**src/rtl/calc2_req_agent.sv**
```systemverilog
// calc2 request initiator: accepts client ops, allocates tags, serialises cmd/data2
// onto the request port, matches responses by tag and polices timeouts/unexpected tags.
module calc2_req_agent #(
    parameter int unsigned TIMEOUT         = 255,
    parameter int unsigned MAX_OUTSTANDING = 4
) (
    input  logic        c_clk,
    input  logic        reset,
    input  logic        op_valid,
    output logic        op_ready,
    input  logic [0:3]  op_cmd,
    input  logic [0:31] op_data1,
    input  logic [0:31] op_data2,
    output logic [0:1]  op_tag,
    output logic [0:3]  req_cmd,
    output logic [0:31] req_data,
    output logic [0:1]  req_tag,
    input  logic [0:1]  out_resp,
    input  logic [0:31] out_data,
    input  logic [0:1]  out_tag,
    output logic        res_valid,
    output logic [0:1]  res_resp,
    output logic [0:31] res_data,
    output logic [0:1]  res_tag,
    output logic [0:2]  outstanding,
    output logic        err_unexp,
    output logic [0:3]  err_timeout
);

    typedef enum logic [1:0] {S_IDLE, S_CMD, S_DATA2} state_e;
    typedef enum logic [1:0] {T_FREE, T_BUSY, T_QUAR} tag_e;

    state_e      state_q, state_d;
    tag_e        tag_q   [4];
    tag_e        tag_d   [4];
    logic [7:0]  timer_q [4];
    logic [7:0]  timer_d [4];

    logic [3:0]  cmd_q;
    logic [31:0] data1_q, data2_q;
    logic [1:0]  atag_q;

    logic        res_valid_q;
    logic [1:0]  res_resp_q, res_tag_q;
    logic [31:0] res_data_q;
    logic [2:0]  outst_q, outst_d;
    logic        err_unexp_q;
    logic [0:3]  err_to_q, err_to_d;

    logic        any_free, avail, accept, resp_hit, resp_bad;
    logic [1:0]  free_idx;

    always_comb begin
        any_free = 1'b0;
        free_idx = '0;
        for (int unsigned i = 4; i > 0; i--) begin
            if (tag_q[i-1] == T_FREE) begin
                any_free = 1'b1;
                free_idx = 2'(i - 1);
            end
        end
    end

    // Availability looks only at registered tag state, never at this cycle's response.
    assign avail    = any_free && (32'(outst_q) < MAX_OUTSTANDING);
    assign accept   = op_valid && op_ready;
    assign resp_hit = (out_resp != 2'd0) && (tag_q[out_tag] == T_BUSY);
    assign resp_bad = (out_resp != 2'd0) && !resp_hit;

    always_ff @(posedge c_clk) begin
        if (!reset) state_q <= S_IDLE;
        else        state_q <= state_d;
    end

    always_comb begin
        state_d = state_q;
        case (state_q)
            S_IDLE:  state_d = accept ? S_CMD : S_IDLE;
            S_CMD:   state_d = S_DATA2;
            S_DATA2: state_d = accept ? S_CMD : S_IDLE;
            default: state_d = S_IDLE;
        endcase
    end

    always_comb begin
        op_ready = 1'b0;
        req_cmd  = '0;
        req_data = '0;
        req_tag  = '0;
        case (state_q)
            S_IDLE:  op_ready = reset && avail;
            S_CMD: begin
                req_cmd  = cmd_q;
                req_data = data1_q;
                req_tag  = atag_q;
            end
            S_DATA2: begin
                op_ready = reset && avail;
                req_data = data2_q;
            end
            default: ;
        endcase
    end

    // A response landing on the timeout edge frees the tag instead of quarantining it.
    always_comb begin
        err_to_d = err_to_q;
        outst_d  = '0;
        for (int unsigned i = 0; i < 4; i++) begin
            tag_d[i]   = tag_q[i];
            timer_d[i] = timer_q[i];
            if (state_q == S_CMD && atag_q == 2'(i)) begin
                timer_d[i] = '0;
            end else if (tag_q[i] == T_BUSY) begin
                timer_d[i] = timer_q[i] + 8'd1;
                if (!(resp_hit && out_tag == 2'(i)) && 32'(timer_q[i]) == TIMEOUT - 1) begin
                    tag_d[i]    = T_QUAR;
                    err_to_d[i] = 1'b1;
                end
            end
            if (resp_hit && out_tag == 2'(i)) tag_d[i] = T_FREE;
            if (accept && free_idx == 2'(i))  tag_d[i] = T_BUSY;
            if (tag_d[i] != T_FREE)           outst_d  = outst_d + 3'd1;
        end
    end

    always_ff @(posedge c_clk) begin
        if (!reset) begin
            for (int unsigned i = 0; i < 4; i++) begin
                tag_q[i]   <= T_FREE;
                timer_q[i] <= '0;
            end
            cmd_q       <= '0;
            data1_q     <= '0;
            data2_q     <= '0;
            atag_q      <= '0;
            res_valid_q <= 1'b0;
            res_resp_q  <= '0;
            res_data_q  <= '0;
            res_tag_q   <= '0;
            outst_q     <= '0;
            err_unexp_q <= 1'b0;
            err_to_q    <= '0;
        end else begin
            tag_q    <= tag_d;
            timer_q  <= timer_d;
            outst_q  <= outst_d;
            err_to_q <= err_to_d;
            if (accept) begin
                cmd_q   <= op_cmd;
                data1_q <= op_data1;
                data2_q <= op_data2;
                atag_q  <= free_idx;
            end
            res_valid_q <= resp_hit;
            if (resp_hit) begin
                res_resp_q <= out_resp;
                res_data_q <= out_data;
                res_tag_q  <= out_tag;
            end
            if (resp_bad) err_unexp_q <= 1'b1;
        end
    end

    assign op_tag      = free_idx;
    assign res_valid   = res_valid_q;
    assign res_resp    = res_resp_q;
    assign res_data    = res_data_q;
    assign res_tag     = res_tag_q;
    assign outstanding = outst_q;
    assign err_unexp   = err_unexp_q;
    assign err_timeout = err_to_q;

endmodule

```
**config.mk**
```make
export PLATFORM = sky130hd
export DESIGN_NAME = calc2_req_agent
export DESIGN_NICKNAME = d
export VERILOG_FILES = /design/src/rtl/calc2_req_agent.sv
export SDC_FILE = /design/constraint.sdc
export NUM_CORES = 1
export LEC_CHECK = 0
export CORE_UTILIZATION = 43
export DETAILED_ROUTE_END_ITERATION = 7
export GPL_TIMING_DRIVEN = 1
export PLACE_DENSITY_LB_ADDON = 0.15
export SYNTH_ARGS = -nofsm -noshare
export SYNTH_HDL_FRONTEND = slang
export SYNTH_SLANG_ARGS = --single-unit
```
**constraint.sdc**
```tcl
create_clock -name c_clk -period 3.2 [get_ports c_clk]
set_input_delay 0.96 -clock c_clk [delete_from_list [all_inputs] [get_ports c_clk]]
set_output_delay 0.96 -clock c_clk [all_outputs]
set_load 0.1 [all_outputs]
```
==> results of run 1 <==
[routing by layer]
layer	vias up	global-route usage [%]
met1	2866	29.4
met5	-	0
li1	3109	-
met4	0	7.87
met3	26	5.27
met2	166	38.6
[flip-flops by register name (all words and copies together), names as in the netlist]
signal,count
atag_q,2
cmd_q,4
data1_q,32
data2_q,32
err_timeout,4
err_unexp,1
outstanding,3
res_data,32
res_resp,2
res_tag,2
res_valid,1
state_q,2
tag_q,8
timer_q,32
[stage by stage]
stage / instances / setup WS (ns) / power [mW] / cell area, sq um
global route: 1214 / 0.00290 / 4.95 / 9970
global placement: 1183 / -0.400 / 2.67 / 9320
detailed placement: 1183 / -0.491 / 2.68 / 9320
floorplan: 820 / -0.258 / 2.39 / 6690
finish: 1214 / 0.172 / 4.76 / 9970
CTS: 1214 / 0.196 / 4.81 / 9970
[what timing repair did]
item / CTS / global route
endpoints found under the setup margin: 3 / 0
hold buffers: 0 / 0
buffers inserted: 0 / 0
gates resized for setup: 7 / 0
[power by group through the flow]
stage	combinational (mW)	clock [mW]	sequential [mW]
5_1_grt	0.641	2.26	2.05
2_1_floorplan	0.246	0	2.15
4_1_cts	0.602	2.16	2.04
3_5_place_dp	0.593	0	2.08
6_report	0.595	2.13	2.04
3_3_place_gp	0.588	0	2.08
[path summary, 6_finish.rpt]
kind / start / to / depth (start not counted)
max: op_valid / outstanding[0]$_SDFF_PN0_ / 10
min reg2reg: cmd_q[3]$_SDFFE_PN0N_ / cmd_q[3]$_SDFFE_PN0N_ / 2
min: cmd_q[3]$_SDFFE_PN0N_ / cmd_q[3]$_SDFFE_PN0N_ / 2
max reg2reg: state_q[0]$_SDFF_PN0_ / outstanding[0]$_SDFF_PN0_ / 12
[cell type report]
cell class / instances / area share (%)
Multi-Input combinational cell: 595 / 33.1
Tap cell: 184 / 2.31
Clock buffer: 24 / 4.83
Clock inverter: 7 / 1.36
Sequential cell: 157 / 31.5
Inverter: 16 / 0.615
Timing Repair Buffer: 231 / 26.2
[critical path: stages]
cell	delay, ns
sky130_fd_sc_hd__clkdlybuf4s50_1	0.49
sky130_fd_sc_hd__or4b_4	0.47
sky130_fd_sc_hd__o311ai_1	0.27
sky130_fd_sc_hd__buf_4	0.17
sky130_fd_sc_hd__inv_1	0.06
sky130_fd_sc_hd__ha_4	0.24
sky130_fd_sc_hd__xnor2_1	0.12
sky130_fd_sc_hd__ha_1	0.21
sky130_fd_sc_hd__a211o_1	0.26
sky130_fd_sc_hd__a21oi_1	0.12
[cells by family after synthesis]
kind of cell             Yosys count
AO/OA/AOI/OAI                    176
XOR/XNOR                          30
adder cells (fa/ha/maj)           15
buffers and inverters             68
flip-flops                       157
multiplexers                       2
AND/OR/NAND/NOR                  372
[cells in the mapped netlist, types with 2 or more instances]
cell type / instances
sky130_fd_sc_hd__nand2_1: 232
sky130_fd_sc_hd__dfxtp_1: 157
sky130_fd_sc_hd__a21oi_1: 110
sky130_fd_sc_hd__nor2_1: 56
sky130_fd_sc_hd__nor2b_1: 43
sky130_fd_sc_hd__clkbuf_1: 37
sky130_fd_sc_hd__a22oi_1: 32
sky130_fd_sc_hd__xor2_1: 22
sky130_fd_sc_hd__ha_1: 15
sky130_fd_sc_hd__inv_1: 15
sky130_fd_sc_hd__buf_2: 13
sky130_fd_sc_hd__and3_1: 10
sky130_fd_sc_hd__nand4_1: 9
sky130_fd_sc_hd__o21a_1: 7
sky130_fd_sc_hd__xnor2_1: 7
sky130_fd_sc_hd__and2_1: 6
sky130_fd_sc_hd__a211oi_1: 4
sky130_fd_sc_hd__nand2b_1: 3
sky130_fd_sc_hd__nand3_1: 3
sky130_fd_sc_hd__nor4_1: 3
sky130_fd_sc_hd__o21ai_0: 3
sky130_fd_sc_hd__o21ai_1: 3
sky130_fd_sc_hd__o211ai_1: 2
sky130_fd_sc_hd__o22ai_1: 2
sky130_fd_sc_hd__o41ai_1: 2
==> results.rst, run 1 <==
.. list-table::
   :header-rows: 1

   * - Metric
     - Value
   * - Status
     - finished, final reports clean
   * - Switching power
     - 1.12 mW
   * - Count of final max-slew check failures
     - 0
   * - Highest layer used for signal routing
     - met4
   * - Commonest cells after routing, fill and taps aside
     - 232 x sky130_fd_sc_hd__nand2_1, 157 x sky130_fd_sc_hd__dfxtp_1, 110 x sky130_fd_sc_hd__a21oi_1
   * - Max Fanout on Critical Path
     - 2
   * - Xor-xnor portion of the synthesized cell area
     - 4.21%
   * - Vias
     - 6167
   * - I/O pin count
     - 193
   * - Clock Path Buffers
     - 2
   * - Worst hold slack
     - 0.448 ns
   * - Number of rows created at floorplan
     - 44
   * - Worst path arrival time
     - 3.38 ns
   * - Worst-path clk slew
     - 0.06 ns
   * - Switching fraction of total power
     - 23.5%
   * - GR Overflow Total
     - 0
   * - Skew-Pair Late Insertion Delay
     - 0.42 ns
   * - Largest net degree at the start of global routing
     - 75
   * - Routed wire length
     - 17.7 mm
   * - Fraction of the yosys area taken by sequential cells
     - 47.7%
   * - Clock group share of total power
     - 44.7%
   * - Initial core utilization
     - 44.7%
   * - Floorplan die width
     - 126 um
   * - Final weighted congestion in routability-driven placement
     - 0.817
   * - Average size of a mapped cell
     - 8.04 sq um
   * - # port buffers
     - 192
   * - Global-route wire length before repair
     - 29.3 mm
   * - Share of total power in combinational logic
     - 12.5%
   * - Antenna violations before repair
     - 0
   * - Share of the core filled with cells in the final layout
     - 67.5%
   * - Synth Warn #
     - 0
   * - Ys flop type
     - sky130_fd_sc_hd__dfxtp_1
   * - Cell types with the largest area share after synthesis
     - sky130_fd_sc_hd__dfxtp_1 48%, sky130_fd_sc_hd__nand2_1 13%, sky130_fd_sc_hd__a21oi_1 8.4%
   * - Number of maximum-capacitance constraint violations
     - 0
   * - Number of hold violations in the final report
     - 0
   * - Sum of met3 wire segment lengths after detailed routing
     - 826 um
   * - Proportion of synthesized area in mux cells
     - 0.494%
   * - Final number of setup-violating endpoints
     - 0
   * - Cell type with the highest aggregate area in the netlist
     - sky130_fd_sc_hd__dfxtp_1
   * - Least-Margin Pin Slew
     - 0.809 ns
   * - Vias per cell
     - 5.08
   * - Critical path required time
     - 3.56 ns
   * - Number of remaining DRC errors
     - 0
   * - Post-synthesis compound-gate area fraction
     - 16.1%
   * - Type of the worst setup path
     - in2reg
   * - Kind of start point of the critical path
     - input pin
   * - Leakage power
     - 3.76 nW
   * - Layout cell share with drive strength beyond 1
     - 19.0%
   * - Area share of the largest cell type after synthesis
     - 47.7%
   * - Number of filler cells placed in the layout
     - 1240
   * - Adder and majority cell fraction of the synthesized area
     - 2.85%
   * - Cell variety after synth
     - 49
   * - Routed len/inst
     - 14.6 um
   * - Sum of met2 wire segment lengths after detailed routing
     - 8.44 mm
   * - Root cell of the clock tree
     - sky130_fd_sc_hd__clkbuf_16
   * - Relative contribution of sequential cells to total power
     - 42.8%
   * - Most frequent standard cell in the layout excluding fill and tap cells
     - sky130_fd_sc_hd__nand2_1
   * - Instance count of the mapped netlist
     - 820
   * - Number of register bits inferred by synthesis
     - 157
   * - Post-Route Setup TNS
     - 0 ns
   * - Cell-internal power
     - 3.65 mW
   * - Highest attainable clock frequency
     - 0.330 GHz
   * - CTS sink cnt
     - 157
   * - Number of H-tree levels
     - 4
   * - Class of the tightest hold or removal check
     - reg2reg
   * - PwrDens
     - 478 nW/um^2
   * - Standard cell core area
     - 14800 sq um
   * - Final nets
     - 1140
   * - Height of the die
     - 126 um
   * - Number of antenna diodes
     - 0
   * - TritonCTS buffer count
     - 17
   * - Setup repair after global routing missed its margin
     - false
   * - Fin crit period
     - 3.03 ns
   * - Global-route usage over all layers
     - 23.1%
   * - Register-to-register path setup slack
     - 0.52 ns
   * - Drt first pass iters
     - 4
   * - Clock tree from TritonCTS
     - done
   * - Mapped Area
     - 6590 sq um
   * - Ratio of final minimum period to clock period
     - 94.6%
   * - IR drop worst, VDD
     - 0.348 mV
   * - Area of all sequential standard cells
     - 3140 sq um
   * - Synthesized-area fraction occupied by and/or/nand/nor cells
     - 24.4%
   * - DP HPWL
     - 12.1 mm
   * - Length of routed wiring on met1
     - 8.08 mm
   * - Number of DRC violations after detailed-routing iteration 0
     - 440
   * - Dominant combinational cell family by area after synthesis
     - simple AND/OR/NAND/NOR gates
   * - Critical path endpoint category
     - flop
   * - Area used by multi-input combinational logic
     - 3300 sq um
   * - Relative area change from synthesis to final layout
     - 51.2%
   * - Number of global-route vias before repair
     - 5880
   * - Share of synthesized flip-flops with an asynchronous set or reset
     - 0%
   * - Die Outline Area
     - 15800 sq um
   * - Largest clock skew in the final design
     - 0.00544 ns
   * - Number of nets still failing antenna checks after routing
     - 0
   * - Net count after synthesis
     - 942
   * - Max-Slew Margin vs Limit
     - 46.1%
   * - Number of synthesized flops with an enable pin
     - 0
Power figures use the tool's default switching activity.
==> inputs of run 2 (changes only) <==
HOLD_SLACK_MARGIN = 0.03   (was not set)
PLACE_DENSITY = 0.77   (was not set)
PLACE_DENSITY_LB_ADDON = not set   (was 0.15)
SKIP_LAST_GASP = 1   (was not set)
==> results.rst, run 2 (same netlist as run 1, synthesis figures left out) <==
.. list-table::
   :header-rows: 1

   * - Metric
     - Value
   * - Status
     - finished, final reports clean
   * - Skew-Pair Late Insertion Delay
     - 0.42 ns
   * - Die Outline Area
     - 15800 sq um
   * - Vias
     - 6191
   * - Share of the core filled with cells in the final layout
     - 67.2%
   * - Number of antenna diodes
     - 0
   * - Max Fanout on Critical Path
     - 8
   * - Number of setup buffers added after CTS
     - 0
   * - Critical path required time
     - 2.24 ns
   * - Met2 demand-to-capacity share in global routing
     - 38.8%
   * - Commonest cells after routing, fill and taps aside
     - 232 x sky130_fd_sc_hd__nand2_1, 157 x sky130_fd_sc_hd__dfxtp_1, 110 x sky130_fd_sc_hd__a21oi_1
   * - Met1 track demand over resource in global routing
     - 27.0%
   * - Register-to-register path setup slack
     - 0.53 ns
   * - Switching fraction of total power
     - 23.4%
   * - Worst hold slack
     - 0.453 ns
   * - TritonCTS buffer count
     - 17
   * - IR drop worst, VDD
     - 0.348 mV
   * - Height of the die
     - 126 um
   * - Switching power
     - 1.09 mW
   * - I/O pin count
     - 193
   * - Worst path arrival time
     - 1.95 ns
   * - Max-Slew Margin vs Limit
     - 48.0%
   * - Post-detailed-placement cell area
     - 9280 sq um
   * - First element of the critical path
     - tag_q[5]$_SDFF_PN0_
   * - Ratio of final minimum period to clock period
     - 90.8%
   * - Number of remaining DRC errors
     - 0
   * - Routed wire length
     - 17.4 mm
   * - Number of rows created at floorplan
     - 44
   * - Most frequent standard cell in the layout excluding fill and tap cells
     - sky130_fd_sc_hd__nand2_1
   * - Critical register-to-register path endpoint
     - outstanding[0]$_SDFF_PN0_
   * - Class of the tightest hold or removal check
     - reg2reg
   * - Critical path endpoint category
     - primary output
   * - Peak-usage layer in the global routing report
     - met2
   * - DP HPWL
     - 12.0 mm
   * - Clock Path Buffers
     - 2
   * - Layout cell share with drive strength beyond 1
     - 18.8%
   * - Type of the worst setup path
     - reg2out
   * - Global-route wire length before repair
     - 28.6 mm
   * - Clock group share of total power
     - 43.8%
   * - Number of global-route vias before repair
     - 6028
   * - Largest net degree at the start of global routing
     - 75
   * - Vias per cell
     - 5.12
   * - Clock tree from TritonCTS
     - done
   * - Final number of setup-violating endpoints
     - 0
   * - Cell-internal power
     - 3.58 mW
   * - Initial core utilization
     - 44.7%
   * - Relative area change from synthesis to final layout
     - 50.5%
   * - Number of DRC violations after detailed-routing iteration 0
     - 317
   * - Routed len/inst
     - 14.4 um
   * - Post-route cell area
     - 9920 sq um
   * - Number of nets still failing antenna checks after routing
     - 0
   * - Global-route usage over all layers
     - 22.4%
   * - Worst-path clk slew
     - 0.06 ns
   * - Number of hold violations in the final report
     - 0
   * - GR Overflow Total
     - 0
   * - Kind of start point of the critical path
     - flop
   * - Relative contribution of sequential cells to total power
     - 43.7%
   * - Setup repair after global routing missed its margin
     - false
   * - Drt first pass iters
     - 4
   * - # port buffers
     - 192
   * - GR Util met3
     - 5.44%
   * - Fin crit period
     - 2.91 ns
   * - Launch point of the worst reg-to-reg path
     - state_q[0]$_SDFF_PN0_
   * - Post-Route Setup TNS
     - 0 ns
   * - Number of H-tree levels
     - 4
   * - Least-Margin Pin Slew
     - 0.780 ns
   * - Floorplan die width
     - 126 um
   * - Number of maximum-capacitance constraint violations
     - 0
   * - CTS sink cnt
     - 157
   * - Standard cell core area
     - 14800 sq um
   * - Number of cells on the worst reg-to-reg path
     - 13
   * - Count of final max-slew check failures
     - 0
   * - Capture point of the worst path
     - op_ready
   * - Largest clock skew in the final design
     - 0.0103 ns
   * - Number of filler cells placed in the layout
     - 1226
   * - Antenna violations before repair
     - 0
   * - PwrDens
     - 471 nW/um^2
   * - Leakage power
     - 3.75 nW
   * - Root cell of the clock tree
     - sky130_fd_sc_hd__clkbuf_16
   * - Final nets
     - 1136
   * - Highest attainable clock frequency
     - 0.344 GHz
   * - Share of total power in combinational logic
     - 12.5%
   * - Final weighted congestion in routability-driven placement
     - 0.793
## run 2: final cells by class
class	instances	area [sq um]	share of cell area, %
multi-input cells	595	3310	33.3
flip-flops and latches	157	3140	31.7
repair buffers	227	2580	26.0
clock buffers	25	495	4.99
well taps	184	230	2.32
clock inverters	6	108	1.08
inverters	16	61.3	0.618
## run 2: metal layers
metal	vias to the layer above	part of all wire (%)
met3	27	5.7
met1	2880	44
met5	-	0
met4	0	1.9
met2	186	49
li1	3098	-
## run 2: repair_timing
item                       CTS  global route
hold buffers                 0             0
setup endpoints to repair    3             4
pin swaps                    1             1
resized for setup            6             4
hold endpoints to repair     0             0
## run 2: worst min path at each step
stage | from | cells past startpoint | end | slack, ns
6_report | res_data[6]$_SDFFE_PN0P_ | 2 | res_data[6]$_SDFFE_PN0P_ | 0.45
5_1_grt | res_data[6]$_SDFFE_PN0P_ | 2 | res_data[6]$_SDFFE_PN0P_ | 0.47
4_1_cts | res_data[6]$_SDFFE_PN0P_ | 2 | res_data[6]$_SDFFE_PN0P_ | 0.46
3_5_place_dp | res_data[29]$_SDFFE_PN0P_ | 2 | res_data[29]$_SDFFE_PN0P_ | 0.45
3_3_place_gp | cmd_q[0]$_SDFFE_PN0N_ | 2 | cmd_q[0]$_SDFFE_PN0N_ | 0.44
2_1_floorplan | cmd_q[0]$_SDFFE_PN0N_ | 2 | cmd_q[0]$_SDFFE_PN0N_ | 0.43
## run 2: stage by stage
step	power, mW	setup WS [ns]	cells
finish	4.68	0.294	1210
global route	4.85	0.145	1210
CTS	4.73	-0.0179	1210
floorplan	2.39	-0.258	820
detailed placement	2.67	-0.481	1179
global placement	2.66	-0.455	1179
## run 2: critical path: stages, from the launching register on
cell and delay [ns]:
sky130_fd_sc_hd__dfxtp_1 0.41, sky130_fd_sc_hd__o22ai_1 0.45, sky130_fd_sc_hd__nor2_1 0.20, sky130_fd_sc_hd__nor4_4 0.25, sky130_fd_sc_hd__buf_12 0.22
## run 2: power by group through the flow
| stage | clock, mW | sequential (mW) | combinational [mW] |
|---|---|---|---|
| floorplan | 0 | 2.15 | 0.246 |
| global placement | 0 | 2.08 | 0.578 |
| global route | 2.18 | 2.05 | 0.629 |
| detailed placement | 0 | 2.08 | 0.583 |
| CTS | 2.09 | 2.04 | 0.589 |
| finish | 2.05 | 2.04 | 0.586 |
